File: src/rtl/cpu_ctrl_pkg.sv
// Shared definitions for the hardwired R-type control unit: state encoding,
// datapath bus/enable indices, opcodes, ALU codes and IR field positions.
package cpu_ctrl_pkg;

  typedef enum logic [2:0] {
    IDLE,
    T0,
    T1,
    T2,
    T3,
    T4,
    T5,
    HALT
  } state_t;

  // enable and busSelect share one index space
  localparam logic [4:0] SEL_ZLOW = 5'd19;
  localparam logic [4:0] SEL_PC   = 5'd20;
  localparam logic [4:0] SEL_MDR  = 5'd21;
  localparam logic [4:0] SEL_IR   = 5'd23;
  localparam logic [4:0] SEL_Z    = 5'd24;
  localparam logic [4:0] SEL_MAR  = 5'd25;
  localparam logic [4:0] SEL_Y    = 5'd27;

  localparam logic [4:0] OP_ADD  = 5'd3;
  localparam logic [4:0] OP_SUB  = 5'd4;
  localparam logic [4:0] OP_AND  = 5'd5;
  localparam logic [4:0] OP_OR   = 5'd6;
  localparam logic [4:0] OP_SHR  = 5'd7;
  localparam logic [4:0] OP_SHRA = 5'd8;
  localparam logic [4:0] OP_SHL  = 5'd9;
  localparam logic [4:0] OP_ROR  = 5'd10;
  localparam logic [4:0] OP_ROL  = 5'd11;
  localparam logic [4:0] OP_HALT = 5'd31;

  localparam logic [3:0] ALU_NONE = 4'd0;
  localparam logic [3:0] ALU_ADD  = 4'd1;
  localparam logic [3:0] ALU_SUB  = 4'd2;
  localparam logic [3:0] ALU_AND  = 4'd3;
  localparam logic [3:0] ALU_OR   = 4'd4;
  localparam logic [3:0] ALU_SHR  = 4'd5;
  localparam logic [3:0] ALU_SHRA = 4'd6;
  localparam logic [3:0] ALU_SHL  = 4'd8;
  localparam logic [3:0] ALU_ROR  = 4'd9;
  localparam logic [3:0] ALU_ROL  = 4'd10;

  localparam int OPC_HI = 31;
  localparam int OPC_LO = 27;
  localparam int RA_HI  = 26;
  localparam int RA_LO  = 23;
  localparam int RB_HI  = 22;
  localparam int RB_LO  = 19;
  localparam int RC_HI  = 18;
  localparam int RC_LO  = 15;

  function automatic logic [31:0] onehot32(input logic [4:0] idx);
    return 32'd1 << idx;
  endfunction

endpackage

File: src/rtl/opcode_decoder.sv
// Combinational IR decode: ALU operation code, legality, halt detect and
// register fields.
module opcode_decoder
  import cpu_ctrl_pkg::*;
(
  input  logic [31:0] ir,
  output logic [3:0]  alu_op,
  output logic        legal,
  output logic        is_halt,
  output logic [3:0]  ra,
  output logic [3:0]  rb,
  output logic [3:0]  rc
);

  logic [4:0] opcode;
  logic       unused_ir;

  assign opcode    = ir[OPC_HI:OPC_LO];
  assign ra        = ir[RA_HI:RA_LO];
  assign rb        = ir[RB_HI:RB_LO];
  assign rc        = ir[RC_HI:RC_LO];
  assign is_halt   = (opcode == OP_HALT);
  assign unused_ir = ^ir[RC_LO-1:0];

  // halt is deliberately not "legal": it has its own path out of T3
  always_comb begin
    alu_op = ALU_NONE;
    legal  = 1'b1;
    case (opcode)
      OP_ADD:  alu_op = ALU_ADD;
      OP_SUB:  alu_op = ALU_SUB;
      OP_AND:  alu_op = ALU_AND;
      OP_OR:   alu_op = ALU_OR;
      OP_SHR:  alu_op = ALU_SHR;
      OP_SHRA: alu_op = ALU_SHRA;
      OP_SHL:  alu_op = ALU_SHL;
      OP_ROR:  alu_op = ALU_ROR;
      OP_ROL:  alu_op = ALU_ROL;
      default: legal  = 1'b0;
    endcase
  end

endmodule

File: src/rtl/alu_rtype_control_unit.sv
// Hardwired control unit sequencing fetch (T0-T2) and register-register ALU
// execution (T3-T5) for the phase-1 datapath.
module alu_rtype_control_unit
  import cpu_ctrl_pkg::*;
#(
  parameter int ICNT_W      = 16,
  parameter int MEM_TIMEOUT = 15
) (
  input  logic              clk,
  input  logic              clr,
  input  logic              run,
  input  logic [31:0]       ir,
  input  logic              mem_ready,
  output logic [31:0]       enable,
  output logic [31:0]       busSelect,
  output logic              MD_Read,
  output logic              IncPC,
  output logic [3:0]        Control_Signals,
  output logic              busy,
  output logic              halted,
  output logic              illegal,
  output logic              bus_err,
  output logic [ICNT_W-1:0] instr_count
);

  localparam int                WAIT_W    = $clog2(MEM_TIMEOUT + 1);
  localparam logic [WAIT_W-1:0] WAIT_LAST = WAIT_W'(MEM_TIMEOUT - 1);

  state_t            state;
  logic [WAIT_W-1:0] wait_cnt;
  logic [3:0]        alu_op;
  logic              legal;
  logic              is_halt;
  logic [3:0]        ra;
  logic [3:0]        rb;
  logic [3:0]        rc;

  opcode_decoder u_decoder (
    .ir      (ir),
    .alu_op  (alu_op),
    .legal   (legal),
    .is_halt (is_halt),
    .ra      (ra),
    .rb      (rb),
    .rc      (rc)
  );

  // T1 may last at most MEM_TIMEOUT cycles; mem_ready in the last one still wins
  always_ff @(posedge clk or negedge clr) begin
    if (!clr) begin
      state       <= IDLE;
      wait_cnt    <= '0;
      instr_count <= '0;
      bus_err     <= 1'b0;
    end else begin
      case (state)
        IDLE: if (run) state <= T0;
        T0: begin
          wait_cnt <= '0;
          state    <= T1;
        end
        T1: begin
          wait_cnt <= wait_cnt + WAIT_W'(1);
          if (mem_ready) begin
            state <= T2;
          end else if (wait_cnt == WAIT_LAST) begin
            state   <= HALT;
            bus_err <= 1'b1;
          end
        end
        T2: state <= T3;
        T3: begin
          if (legal)        state <= T4;
          else if (is_halt) state <= HALT;
          else              state <= run ? T0 : IDLE;
        end
        T4: state <= T5;
        T5: begin
          instr_count <= instr_count + ICNT_W'(1);
          state       <= run ? T0 : IDLE;
        end
        HALT:    state <= HALT;
        default: state <= IDLE;
      endcase
    end
  end

  always_comb begin
    enable          = '0;
    busSelect       = '0;
    MD_Read         = 1'b0;
    IncPC           = 1'b0;
    Control_Signals = ALU_NONE;
    busy            = 1'b0;
    halted          = 1'b0;
    illegal         = 1'b0;
    case (state)
      T0: begin
        busSelect = onehot32(SEL_PC);
        enable    = onehot32(SEL_MAR) | onehot32(SEL_PC);
        IncPC     = 1'b1;
        busy      = 1'b1;
      end
      T1: begin
        enable  = onehot32(SEL_MDR);
        MD_Read = 1'b1;
        busy    = 1'b1;
      end
      T2: begin
        busSelect = onehot32(SEL_MDR);
        enable    = onehot32(SEL_IR);
        busy      = 1'b1;
      end
      T3: begin
        busy = 1'b1;
        if (legal) begin
          busSelect = onehot32({1'b0, rb});
          enable    = onehot32(SEL_Y);
        end else if (!is_halt) begin
          illegal = 1'b1;
        end
      end
      T4: begin
        busSelect       = onehot32({1'b0, rc});
        enable          = onehot32(SEL_Z);
        Control_Signals = alu_op;
        busy            = 1'b1;
      end
      T5: begin
        busSelect = onehot32(SEL_ZLOW);
        enable    = onehot32({1'b0, ra});
        busy      = 1'b1;
      end
      HALT:    halted = 1'b1;
      default: ;
    endcase
  end

endmodule
File: config.mk
export PLATFORM = sky130hd
export DESIGN_NAME = alu_rtype_control_unit
export DESIGN_NICKNAME = d
export VERILOG_FILES = /design/src/rtl/cpu_ctrl_pkg.sv /design/src/rtl/opcode_decoder.sv /design/src/rtl/alu_rtype_control_unit.sv
export SDC_FILE = /design/constraint.sdc
export NUM_CORES = 1
export LEC_CHECK = 0
export CORE_MARGIN = 3
export CORE_UTILIZATION = 51
export CTS_BUF_LIST = sky130_fd_sc_hd__clkbuf_4 sky130_fd_sc_hd__clkbuf_8
export DETAILED_ROUTE_END_ITERATION = 10
export DONT_BUFFER_PORTS = 1
export GPL_ROUTABILITY_DRIVEN = 0
export HOLD_SLACK_MARGIN = 0.1
export PLACE_DENSITY = 0.75
export SLEW_MARGIN = 25
export SYNTH_ARGS = -nofsm -noshare
export SYNTH_HDL_FRONTEND = slang
export SYNTH_SLANG_ARGS = --single-unit
File: constraint.sdc
create_clock -name clk -period 3.19 [get_ports clk]
set_clock_uncertainty 0.1 [all_clocks]
set_input_delay 0.957 -clock clk [delete_from_list [all_inputs] [get_ports clk]]
set_output_delay 0.957 -clock clk [all_outputs]
set_load 0.01 [all_outputs]
==> qor.csv, run 1 <==
metric,value,unit
outcome,"complete, no violations",
numCtsBuffers,3,
multiInputGateArea,0.00114,mm^2
final_nets,268,
finalPower,1070,uW
fmax,0.326,GHz
yosysTopAreaCellShare,30.9,%
cts_resized,0,
synth_top_area_cell,dfrtp_1,
die_h,67.7,um
area_delta_synth_final,0.129,%
ys_async_sr_fraction,100,%
finalHoldViolCount,0,
setup-tns-final,0,ns
period_needed,3.06,ns
drv_cap,0,
wire_per_inst,14.8,um
p_leak,0.000901,uW
hold_buffers,0,
power.density,548,mW/mm^2
synth-simple-area-share,30.6,%
synthAdderAreaFrac,1.93,%
post-cts-setup-buffers,0,
clk_transition_reported_paths,0.08,ns
worstSetupEndpointType,output pin,
io_buffers,0,
syn_area,0.00194,mm^2
fill_cells,326,
crit_type,in2out,
synth-seq-cells,24,
grt_overflow,0,
worstHoldPathType,in2async,
coreArea,0.00349,mm^2
required,2.13,ns
fin_ws,0.125,ns
syn_inst,232,
start_util,55.6,%
cts_max_level,1,
drt_wl_total,4050,um
antenna_cells,0,
setup_viol,0,
drc_errors,0,
relSlewSlack,65.6,%
synth_cell_type_count,52,
synth-xor-area-share,6.76,%
dp_hpwl,3250,um
clkLatencyLatePin,0.26,ns
fp.dieW,67.7,um
grt_max_degree,25,
ir_worst_vdd,390,uV
fp-row-count,21,
startpoint_type,input port,
dp_cells,270,
synth_compound_area_share,13.4,%
syn_area_per_cell,8.38,um^2
grt_pass1_vias,1480,
antenna_found_initial,0,
drtIter0Drc,92,
hold_ws,0.280,ns
critPathArrivalTime,2.01,ns
synthMuxAreaShare,1.61,%
grt_setup_unrepaired,false,
drive_gt1_share,8.77,%
ys.flop_type,dfrtp_1,
post-place-ws,0.127,ns
yosysWarnings,0,
min_period_over_period,96.1,%
cts_root_buf,clkbuf_8,
seq_area_frac_synth,30.9,%
clock-sinks,24,
tightest_slew,0.514,ns
io_pins,126,
stdcell_count,274,
synth_edf_count,0,
tritoncts,built,
ant_nets,0,
vias,1589,
track_usage,18.4,%
register_area,601,um^2
grt_pass1_wl,6520,um
crit_path_max_fanout,8,
firstDrtPassIters,4,
vias_per_cell,5.80,
synth.area.top_cells,"dfrtp_1 (31%), buf_4 (11%), nor2_1 (5.0%)",
synth_top_family_by_area,simple AND/OR/NAND/NOR gates,
worstRegToRegCells,6,
clock_path_buffers,2,
drv_slew,0,
die-area,0.00459,mm^2
-- cell usage in the layout, fill, tap and decap left out, drive strengths merged, types with 2 or more instances in the layout --
| master | instances |
|---|---|
| dfrtp | 24 |
| and3 | 6 |
| or3 | 3 |
| nor2b | 2 |
| buf | 5 |
| o22ai | 4 |
| clkbuf | 3 |
| xor2 | 6 |
| a21oi | 4 |
| ha | 3 |
| inv | 10 |
| nand4b | 2 |
| o32ai | 12 |
| nand3b | 4 |
| nand2b | 12 |
| o21ai | 2 |
| nand3 | 7 |
| nor3 | 12 |
| mux2i | 2 |
| or3b | 2 |
| nor2 | 27 |
| nand4 | 3 |
| nand2 | 22 |
| nor4 | 2 |
| conb | 23 |
| xnor2 | 9 |
-- sequential cells by signal (all words and copies together), names as in the netlist --
name	flops
bus_err	1
instr_count	16
state	3
wait_cnt	4
-- cell families after synthesis --
kind of cell,count (synthesis)
AOI/OAI and AO/OA,33
xor gates and xnor gates,15
adders and majority gates,3
buffers and inverters,45
DFF,24
muxes,3
other,1
and+or+nand+nor,108
-- where the power goes --
group / internal, uW / switching (uW) / leakage (uW)
logic: 146 / 215 / 0.000541
registers: 357 / 91.1 / 0.000324
clock network: 168 / 90.4 / 0.0000357
-- synthesized netlist by cell type (2+ instances only) --
cell type and count:
buf_4 29, nor2_1 26, dfrtp_1 24, nand2_1 22, nand2b_1 12, nor3_1 11
o32ai_1 11, inv_1 9, xnor2_1 9, nand3_1 7, and3_1 6, xor2_1 6
buf_2 5, a21oi_1 4, o22ai_1 4, ha_1 3, nand3b_1 3, mux2i_1 2
nand4_1 2, nand4b_1 2, nor4_1 2, o21ai_0 2, or3_1 2
-- final timing paths --
check,start,slack (ns),end
max,ir[28],0.13,busSelect[5]
min,clr,0.28,instr_count[9]
max reg2reg,state[1],1.36,instr_count[15]
min reg2reg,wait_cnt[3],0.40,wait_cnt[3]
max in group asynchronous,clr,2.64,instr_count[8]
min in group clk,wait_cnt[3],0.40,wait_cnt[3]
-- through the flow --
step	util, %	cell area (um^2)
2_1_floorplan	-	2030
3_3_place_gp	53.7	1880
3_5_place_dp	53.7	1880
4_1_cts	55.7	1950
5_1_grt	55.7	1950
6_report	55.7	1950
-- critical path, stage by stage --
cell	delay, ns
a211o_1	0.10
nand4b_1	0.18
or3b_1	0.47
o22ai_1	0.30
-- cell type report --
class	count	area share [%]
Clock buffer	3	2.12
Sequential cell	24	30.8
Clock inverter	1	1.54
Tap cell	46	2.96
Multi-Input combinational cell	185	58.7
Inverter	10	1.93
Timing Repair Buffer	5	1.93
-- per-layer routing --
metal | wire [um] | up-vias | track usage (%)
met5 | 0 | - | 0
met4 | 17 | 0 | 4.30
met3 | 348 | 2 | 4.83
met2 | 2070 | 78 | 33.2
met1 | 1620 | 744 | 21.6
li1 | - | 765 | -
Power figures use the tool's default switching activity.
==> run 2, diff against run 1 <==
--- a/config.mk
+++ b/config.mk
@@ -5,7 +5,7 @@
 export SDC_FILE = /design/constraint.sdc
 export NUM_CORES = 1
 export LEC_CHECK = 0
-export CORE_MARGIN = 3
+export CORE_MARGIN = 2
 export CORE_UTILIZATION = 51
 export CTS_BUF_LIST = sky130_fd_sc_hd__clkbuf_4 sky130_fd_sc_hd__clkbuf_8
 export DETAILED_ROUTE_END_ITERATION = 10
==> constraint.sdc (replaced) <==
create_clock -name clk -period 3.9 [get_ports clk]
set_clock_uncertainty 0.1 [all_clocks]
set_input_delay 1.17 -clock clk [delete_from_list [all_inputs] [get_ports clk]]
set_output_delay 1.17 -clock clk [all_outputs]
set_load 0.01 [all_outputs]
==> qor.csv, run 2 (synthesis gave the netlist of run 1 again) <==
metric,value,unit,change
p_leak,0.000873,uW,was 0.000901 uW
final_util,52.0,%,was 55.7%
min_period_over_period,90.0,%,
die-area,0.00432,mm^2,was 0.00459 mm^2
clock_path_buffers,2,,unchanged
required,2.63,ns,was 2.13 ns
startpoint_type,input port,,unchanged
reg2reg_from,state[0],,was state[1]
drt_wl_total,3850,um,was 4050 um
antenna_cells,0,,unchanged
largest_reg_flops,16,,unchanged
r2r_end,wait_cnt[0],,was instr_count[15]
p_clk_share,20.4,%,was 24.2%
setup_viol,0,,unchanged
cts_max_level,1,,unchanged
relSlewSlack,61.5,%,was 65.6%
finalPower,806,uW,was 1070 uW
drtIter0Drc,88,,was 92
ant_nets,0,,unchanged
track_usage,17.7,%,was 18.4%
post-place-ws,0.386,ns,was 0.127 ns
dp_hpwl,2990,um,was 3250 um
coreArea,0.00366,mm^2,was 0.00349 mm^2
numCtsBuffers,3,,unchanged
combPwrFrac,32.1,%,was 33.8%
reg_top3,"instr_count x16, wait_cnt x4, state x3",,unchanged
whs_endpoint,wait_cnt[3],,
share_seq_of_total_power,47.5,%,was 42.0%
register_area,601,um^2,unchanged
layout_commonest_cell,nor2_1,,unchanged
period_needed,3.51,ns,
clock-sinks,24,,unchanged
post-cts-setup-buffers,0,,unchanged
multiInputGateArea,0.00114,mm^2,unchanged
vias_per_cell,5.65,,was 5.80
grt_pass1_vias,1324,,"was 1,480"
grt_max_degree,25,,unchanged
critPathArrivalTime,2.24,ns,was 2.01 ns
start_util,53.1,%,was 55.6%
power_switching,320,uW,was 397 uW
finalHoldViolCount,0,,unchanged
fmax,0.285,GHz,
grt_pass1_wl,6020,um,was 6520 um
clkLatencyLatePin,0.26,ns,about the same
layout_common_cells,"nor2_1 (26), dfrtp_1 (24), conb_1 (23)",,unchanged
antenna_found_initial,0,,unchanged
crit_path_max_fanout,8,,unchanged
fill_cells,344,,was 326
max_flop_register,instr_count,,unchanged
hold_start,wait_cnt[3],,
crit_type,in2out,,unchanged
drc_errors,0,,unchanged
fin_ws,0.390,ns,was 0.125 ns
tritoncts,built,,unchanged
fp.dieW,65.7,um,was 67.7 um
worstRegToRegCells,5,,was 6
cts_root_buf,clkbuf_8,,unchanged
vias,1538,,"was 1,589"
fp-row-count,22,,was 21
final_nets,264,,was 268
setup-tns-final,0,ns,unchanged
hold_buffers,0,,unchanged
drive_gt1_share,7.14,%,was 8.77%
io_pins,126,,unchanged
io_buffers,0,,unchanged
drv_cap,0,,unchanged
ir_worst_vdd,217,uV,was 390 uV
cts_resized,0,,unchanged
area_delta_synth_final,-2.12,%,was 0.129%
grt_overflow,0,,unchanged
die_h,65.7,um,was 67.7 um
r2r_setup_slack,2.05,ns,was 1.36 ns
holdPathStages,1,,
worstSetupEndpointType,output pin,,unchanged
p_sw_share,39.7,%,was 37.2%
tightest_slew,0.572,ns,was 0.514 ns
firstDrtPassIters,4,,unchanged
p_int,486,uW,was 670 uW
clk_transition_reported_paths,0.08,ns,about the same
worstHoldPathType,reg2reg,,was in2async
wire_per_inst,14.1,um,was 14.8 um
power.density,423,mW/mm^2,was 548 mW/mm^2
drv_slew,0,,unchanged
outcome,"complete, no violations",,unchanged
grt_setup_unrepaired,false,,unchanged
==> run 2: layer usage <==
layer  vias to the layer above  share of wire [%]  track usage, %
li1                        745                  -               -
met1                       718                 43            21.7
met2                        71                 48            30.1
met3                         4                8.8            5.99
met4                         0               0.70            3.39
met5                         -                  0               0
==> run 2: how the worst max path moves through the flow <==
| stage | start | endpoint | depth (start not counted) |
|---|---|---|---|
| global route | ir[31] | busSelect[5] | 4 |
| CTS | ir[28] | busSelect[5] | 4 |
| detailed placement | ir[28] | busSelect[5] | 4 |
| finish | ir[28] | busSelect[5] | 4 |
| global placement | ir[28] | busSelect[5] | 4 |
| floorplan | ir[28] | busSelect[9] | 6 |
==> run 2: power by group through the flow <==
| stage | clock [uW] | combinational (uW) | sequential (uW) |
|---|---|---|---|
| after floorplan | 0 | 304 | 344 |
| after global routing | 179 | 296 | 394 |
| final | 164 | 259 | 383 |
| after global placement | 0 | 257 | 385 |
| after CTS | 170 | 263 | 383 |
| after detailed placement | 0 | 261 | 389 |
==> run 2: worst max-delay path, stage by stage <==
cell	delay, ns
a211o_1	0.10
nand4b_1	0.18
or3b_1	0.46
o22ai_1	0.33
==> run 2: area by class of cell <==
type	count	share of cell area, %
Timing Repair Buffer	1	0.394
Multi-Input combinational cell	185	60.0
Inverter	10	1.97
Tap cell	48	3.16
Clock buffer	4	2.89
Sequential cell	24	31.6
==> run 2: per-stage QoR <==
step                      instance area [um^2]  instances  hold slack, ns
after global routing                      1900        272           0.429
after detailed placement                  1850        268           0.378
after global placement                    1850        268           0.364
final                                     1900        272           0.381
after floorplan                           2030        254           0.346
after CTS                                 1900        272           0.388
